<file path="config.mk">
export PLATFORM = sky130hd
export DESIGN_NAME = serial_adder_flat
export DESIGN_NICKNAME = d
export VERILOG_FILES = /design/src/rtl/serial_adder_if.sv /design/src/rtl/serial_adder.sv /design/src/flat_wrapper.sv
export SDC_FILE = /design/constraint.sdc
export NUM_CORES = 1
export LEC_CHECK = 0
export CORE_MARGIN = 5
export CORE_UTILIZATION = 40
export CTS_CLUSTER_SIZE = 16
export DETAILED_ROUTE_END_ITERATION = 16
export PLACE_DENSITY_LB_ADDON = 0.12
export REMOVE_ABC_BUFFERS = 1
export SLEW_MARGIN = 10
export SYNTH_ARGS = -nofsm -noshare
export SYNTH_HDL_FRONTEND = slang
export SYNTH_SLANG_ARGS = --single-unit
</file>
<file path="constraint.sdc">
create_clock -name clk -period 1.8 [get_ports clk]
set_input_delay 0.54 -clock clk [delete_from_list [all_inputs] [get_ports clk]]
set_output_delay 0.54 -clock clk [all_outputs]
set_load 0.03 [all_outputs]
</file>
<file path="src/rtl/serial_adder_if.sv">
// Operand/result bundle for serial_adder: the requester drives start, sub, a and b;
// the adder returns busy, done and the registered result.
interface serial_adder_if #(
    parameter int WIDTH = 8
);
    logic             start;
    logic             sub;
    logic [WIDTH-1:0] a;
    logic [WIDTH-1:0] b;
    logic             busy;
    logic             done;
    logic [WIDTH-1:0] sum;
    logic             cout;
    logic             ovf;

    modport master (
        output start, sub, a, b,
        input  busy, done, sum, cout, ovf
    );

    modport slave (
        input  start, sub, a, b,
        output busy, done, sum, cout, ovf
    );
endinterface

</file>
<file path="src/rtl/serial_adder.sv">
// Multi-cycle adder/subtractor: DIGIT bits per clock through a ripple of full-adder
// cells, with a registered carry between digits and a start/busy/done handshake.
module serial_adder_fa (
    input  logic a,
    input  logic b,
    input  logic ci,
    output logic s,
    output logic co
);
    assign s  = a ^ b ^ ci;
    assign co = (a & b) | (ci & (a ^ b));
endmodule

module serial_adder #(
    parameter int WIDTH = 8,
    parameter int DIGIT = 1
) (
    input  logic           clk,
    input  logic           rst,
    serial_adder_if.slave  bus
);
    localparam int N  = WIDTH / DIGIT;
    localparam int CW = (N > 1) ? $clog2(N) : 1;
    localparam logic [CW-1:0] LAST = CW'(N - 1);

    genvar gi;

    generate
        if (WIDTH < 2 || DIGIT < 1 || DIGIT > WIDTH || (WIDTH % DIGIT) != 0) begin : g_bad_params
            $error("serial_adder: WIDTH must be >= 2 and a multiple of DIGIT (1 <= DIGIT <= WIDTH)");
        end
    endgenerate

    typedef enum logic [1:0] {
        IDLE = 2'd0,
        RUN  = 2'd1,
        DONE = 2'd2
    } state_t;

    state_t           state_reg;
    logic [WIDTH-1:0] sa_reg;
    logic [WIDTH-1:0] sb_reg;
    logic [WIDTH-1:0] sr_reg;
    logic             carry_reg;
    logic [CW-1:0]    cnt_reg;
    logic             busy_reg;
    logic             done_reg;
    logic [WIDTH-1:0] sum_reg;
    logic             cout_reg;
    logic             ovf_reg;

    logic [DIGIT:0]   chain;
    logic [DIGIT-1:0] dsum;
    logic [WIDTH-1:0] sr_next;

    // One digit of ripple: the only combinational path, DIGIT cells long.
    assign chain[0] = carry_reg;

    generate
        for (gi = 0; gi < DIGIT; gi++) begin : g_fa
            serial_adder_fa u_fa (
                .a  (sa_reg[gi]),
                .b  (sb_reg[gi]),
                .ci (chain[gi]),
                .s  (dsum[gi]),
                .co (chain[gi+1])
            );
        end
    endgenerate

    // Digit sums enter SR at the MSB end so after N steps the LSB digit sits at bit 0.
    generate
        if (DIGIT == WIDTH) begin : g_sr_full
            assign sr_next = dsum;
        end else begin : g_sr_shift
            assign sr_next = {dsum, sr_reg[WIDTH-1:DIGIT]};
        end
    endgenerate

    always_ff @(posedge clk) begin
        if (rst) begin
            state_reg <= IDLE;
            sa_reg    <= '0;
            sb_reg    <= '0;
            sr_reg    <= '0;
            carry_reg <= 1'b0;
            cnt_reg   <= '0;
            busy_reg  <= 1'b0;
            done_reg  <= 1'b0;
            sum_reg   <= '0;
            cout_reg  <= 1'b0;
            ovf_reg   <= 1'b0;
        end else begin
            case (state_reg)
                IDLE, DONE: begin
                    done_reg <= 1'b0;
                    if (bus.start) begin
                        // Subtraction is a + ~b + 1; the +1 rides in as the first carry.
                        sa_reg    <= bus.a;
                        sb_reg    <= bus.sub ? ~bus.b : bus.b;
                        carry_reg <= bus.sub;
                        cnt_reg   <= '0;
                        busy_reg  <= 1'b1;
                        state_reg <= RUN;
                    end else begin
                        state_reg <= IDLE;
                    end
                end
                RUN: begin
                    sa_reg    <= sa_reg >> DIGIT;
                    sb_reg    <= sb_reg >> DIGIT;
                    sr_reg    <= sr_next;
                    carry_reg <= chain[DIGIT];
                    cnt_reg   <= cnt_reg + 1'b1;
                    if (cnt_reg == LAST) begin
                        // Results are registered on the way into DONE so they are valid with done.
                        busy_reg  <= 1'b0;
                        done_reg  <= 1'b1;
                        sum_reg   <= sr_next;
                        cout_reg  <= chain[DIGIT];
                        ovf_reg   <= chain[DIGIT-1] ^ chain[DIGIT];
                        state_reg <= DONE;
                    end
                end
                default: begin
                    busy_reg  <= 1'b0;
                    done_reg  <= 1'b0;
                    state_reg <= IDLE;
                end
            endcase
        end
    end

    assign bus.busy = busy_reg;
    assign bus.done = done_reg;
    assign bus.sum  = sum_reg;
    assign bus.cout = cout_reg;
    assign bus.ovf  = ovf_reg;
endmodule

</file>
<file path="src/flat_wrapper.sv">
// flat-port wrapper written by rule: the top's interface ports become plain ports
module serial_adder_flat 
#(
    parameter int WIDTH = 8,
    parameter int DIGIT = 1
)
  (clk, rst, bus_start, bus_sub, bus_a, bus_b, bus_busy, bus_done, bus_sum, bus_cout, bus_ovf);
  serial_adder_if #(.WIDTH(WIDTH)) bus_i ();
  input  logic clk;
  input  logic rst;
  input wire logic [$bits(bus_i.start)-1:0] bus_start;
  input wire logic [$bits(bus_i.sub)-1:0] bus_sub;
  input wire logic [$bits(bus_i.a)-1:0] bus_a;
  input wire logic [$bits(bus_i.b)-1:0] bus_b;
  output wire logic [$bits(bus_i.busy)-1:0] bus_busy;
  output wire logic [$bits(bus_i.done)-1:0] bus_done;
  output wire logic [$bits(bus_i.sum)-1:0] bus_sum;
  output wire logic [$bits(bus_i.cout)-1:0] bus_cout;
  output wire logic [$bits(bus_i.ovf)-1:0] bus_ovf;
  assign bus_i.start = bus_start;
  assign bus_i.sub = bus_sub;
  assign bus_i.a = bus_a;
  assign bus_i.b = bus_b;
  assign bus_busy = bus_i.busy;
  assign bus_done = bus_i.done;
  assign bus_sum = bus_i.sum;
  assign bus_cout = bus_i.cout;
  assign bus_ovf = bus_i.ovf;
  serial_adder #(.WIDTH(WIDTH), .DIGIT(DIGIT)) u_core (.clk(clk), .rst(rst), .bus(bus_i));
endmodule
</file>
==> summary.md <==
| Metric | Value |
|---|---|
| Status | `completed` |
| Clk sinks | `41` |
| Sequential Power Share | `54.2%` |
| R2r startpoint | `u_core.cnt_reg[0]` |
| Ports | `32` |
| MaxCap Viol Count | `0` |
| CTS tree | `yes` |
| LEAKAGE | `0.804 nW` |
| Warnings, synthesis | `0` |
| CP cell instances | `dlygate4sd2_1` |
| Drt pass-1 iters | `4` |
| R2r setup slk | `390 ps` |
| Clock power share | `33.1%` |
| Top sig layer | `met4` |
| Syn Area/Cell | `8.65 µm²` |
| N_diodes | `0` |
| Post-Route Skew | `5.74 ps` |
| Std cell rows | `23` |
| Number of global-route vias before repair | `1270` |
| Overflow after GRT | `0` |
| Antenna Nets Post-Route | `0` |
| Mapped Cells | `196` |
| Crit path arrival time | `1040 ps` |
| # fillers | `391` |
| Shortest period the worst path allows | `1580 ps` |
| CP startpoint kind | `flop` |
| Fin util | `52.0%` |
| Max-slew violations | `0` |
| Met3 wire len | `216 µm` |
| Clock Path Buffers | `2` |
| First-pass GRT wire length | `5690 µm` |
| NetSw | `0.428 mW` |
| Worst reg2reg path depth | `5` |
| Starting Density | `41.8%` |
| Layout cell share with drive strength beyond 1 | `5.83%` |
| DR DRC count | `0` |
| Hold worst-path end | `u_core.bus.sum[6]` |
| Mapped cell area | `1700 µm²` |
| CP Capture Type | `output port` |
| Worst-Skew Late Latency | `290 ps` |
| Final hold vios | `0` |
| Max Freq | `0.634 GHz` |
| Sequential area share after synthesis | `48.4%` |
| Final setup fails | `0` |
| Hold-critical path depth | `2` |
| Fin cells | `273` |
| CTS clock-pin slew for the worst setup and hold paths | `70 ps` |
| Tot Pwr | `1.78 mW` |
| WP buf/inv | `1` |
| TNS Setup | `0 ps` |
| Worst Tran Pin Value | `407 ps` |
| Routed vias | `1447` |
| Critical path required time | `1260 ps` |
| Post-DP HPWL | `2190 µm` |
| Clock H-tree levels | `2` |
| Initial antenna violation count | `0` |
| Period Utilization, post-route | `87.7%` |
| Worst path top cell family by delay | `buffers and inverters` |
| Critical hold path startpoint | `u_core.bus.sum[6]` |
| Crit-path max FO | `3` |
| Final Wtd Congestion | `0.702` |
| IO Port Bufs | `31` |
| Cell count after placement | `266` |
| Count of cell types in the netlist | `22` |
| Drt total wl | `3360 µm` |
| Critical Path Max Stage Delay | `410 ps` |
| Internal power | `1.36 mW` |
| Core Box Area | `4060 µm²` |
| Gr usage total | `13.1%` |
| Max-Slew Margin vs Limit | `72.8%` |
| Worst min-delay path class | `reg2reg` |
| Slowest-stage cell, CP | `dlygate4sd2_1` |
| Die ar. | `5640 µm²` |
| RSZ-0062 raised after global routing | `no` |
| R2R Path End | `u_core.bus.cout` |
| Root Driver | `clkbuf_8` |
| WL met2 | `1620 µm` |
| Max VDD drop | `0.409 mV` |
| Routed length per instance | `12.3 µm` |
| Cts bufs inserted | `5` |
| Vias per cell | `5.30` |
| WL met1 | `1450 µm` |
| Largest net degree at the start of global routing | `42` |
| Sw Share | `24.0%` |
| Fin nets | `246` |
| Comb pwr share | `12.7%` |
| Die X | `75.1 µm` |
| Die Ht | `75.1 µm` |
| FF+latch count, synth | `41` |
| Power Density | `846 nW/µm²` |
| Drt initial violations | `81` |
| Setup CP Type | `reg2out` |
| Area Growth Syn to Fin | `24.4%` |
[layer usage]
metal / vias up / track usage (%)
met5: - / 0
met4: 0 / 4.74
li1: 731 / -
met2: 47 / 21.1
met3: 12 / 5.07
met1: 657 / 15.8
[kinds of logic (layout without fill, tap and decap cells)]
| family | after synthesis | in the layout | share of synthesized area, % |
|---|---|---|---|
| and+or+nand+nor | 70 | 70 | 19.0 |
| xor gates and xnor gates | 9 | 9 | 4.65 |
| adders and majority gates | 3 | 3 | 2.66 |
| AOI/OAI and AO/OA | 54 | 54 | 18.6 |
| buffers and inverters | 19 | 46 | 6.64 |
| DFF | 41 | 41 | 48.4 |
[power by group through the flow]
| stage | registers (mW) | clock network, mW | logic, mW |
|---|---|---|---|
| after global routing | 0.970 | 0.663 | 0.253 |
| after CTS | 0.966 | 0.610 | 0.229 |
| after floorplan | 0.987 | 0 | 0.111 |
| final | 0.967 | 0.589 | 0.227 |
| after global placement | 0.986 | 0 | 0.227 |
| after detailed placement | 0.987 | 0 | 0.230 |
[cell usage after synthesis]
| library cell | instances | area share (%) |
|---|---|---|
| dfxtp_1 | 41 | 48 |
| a21oi_1 | 37 | 11 |
| nand3_1 | 30 | 8.9 |
| nand2_1 | 28 | 6.2 |
| a22oi_1 | 15 | 6.6 |
| xor2_1 | 9 | 4.6 |
| clkbuf_1 | 7 | 1.6 |
| buf_2 | 6 | 1.8 |
| buf_6 | 4 | 2.7 |
| nor2_1 | 4 | 0.89 |
| nand2b_1 | 3 | 1.1 |
| ha_1 | 2 | 1.5 |
| and2b_1 | 1 | 0.44 |
| buf_4 | 1 | 0.44 |
| fa_1 | 1 | 1.2 |
| inv_1 | 1 | 0.22 |
| nand3b_1 | 1 | 0.44 |
| nor2b_1 | 1 | 0.37 |
| nor3_1 | 1 | 0.29 |
| nor3b_1 | 1 | 0.44 |
| o21a_1 | 1 | 0.44 |
| o32a_1 | 1 | 0.59 |
[area by class of cell]
cell class	instances	area (µm²)	share of cell area, %
clock buffer	7	86.3	4.09
inverter	1	3.75	0.178
multi-input combinational	136	762	36.1
sequential	41	821	38.9
tap	50	62.6	2.97
timing repair buffer	38	373	17.7
[worst max-delay path by stage]
stage	start	to	slack, ps	cells after the start
2_1_floorplan	bus_start	u_core.carry_reg	310	3
3_3_place_gp	bus_start	u_core.sa_reg[2]	110	5
3_5_place_dp	bus_start	u_core.sa_reg[4]	80	5
4_1_cts	u_core.bus.busy	bus_busy	210	1
5_1_grt	u_core.bus.busy	bus_busy	150	1
6_report	u_core.bus.busy	bus_busy	220	1
[per-stage QoR]
stage	hold WS [ps]	instance area, µm²	setup WS [ps]
after detailed placement	445	2040	77.5
after global routing	470	2110	154
final	452	2110	221
after CTS	453	2110	207
after global placement	443	2040	109
after floorplan	431	1590	309
[placed cells by master (no fill, tap or decap), drive strengths merged, types with 2 or more instances in the layout]
| master | count |
|---|---|
| dfxtp | 41 |
| a21oi | 37 |
| nand3 | 30 |
| nand2 | 28 |
| clkdlybuf4s50 | 19 |
| a22oi | 15 |
| dlygate4sd2 | 12 |
| xor2 | 9 |
| clkbuf | 7 |
| buf | 7 |
| nor2 | 4 |
| nand2b | 3 |
| ha | 2 |
[timing repair]
| item | CTS | global route |
|---|---|---|
| setup endpoints to repair | 12 | 0 |
| resized for setup | 12 | 0 |
| buffers inserted | 0 | 0 |
| hold buffers | 0 | 0 |
Note: power is estimated with default switching activity, not from simulation.
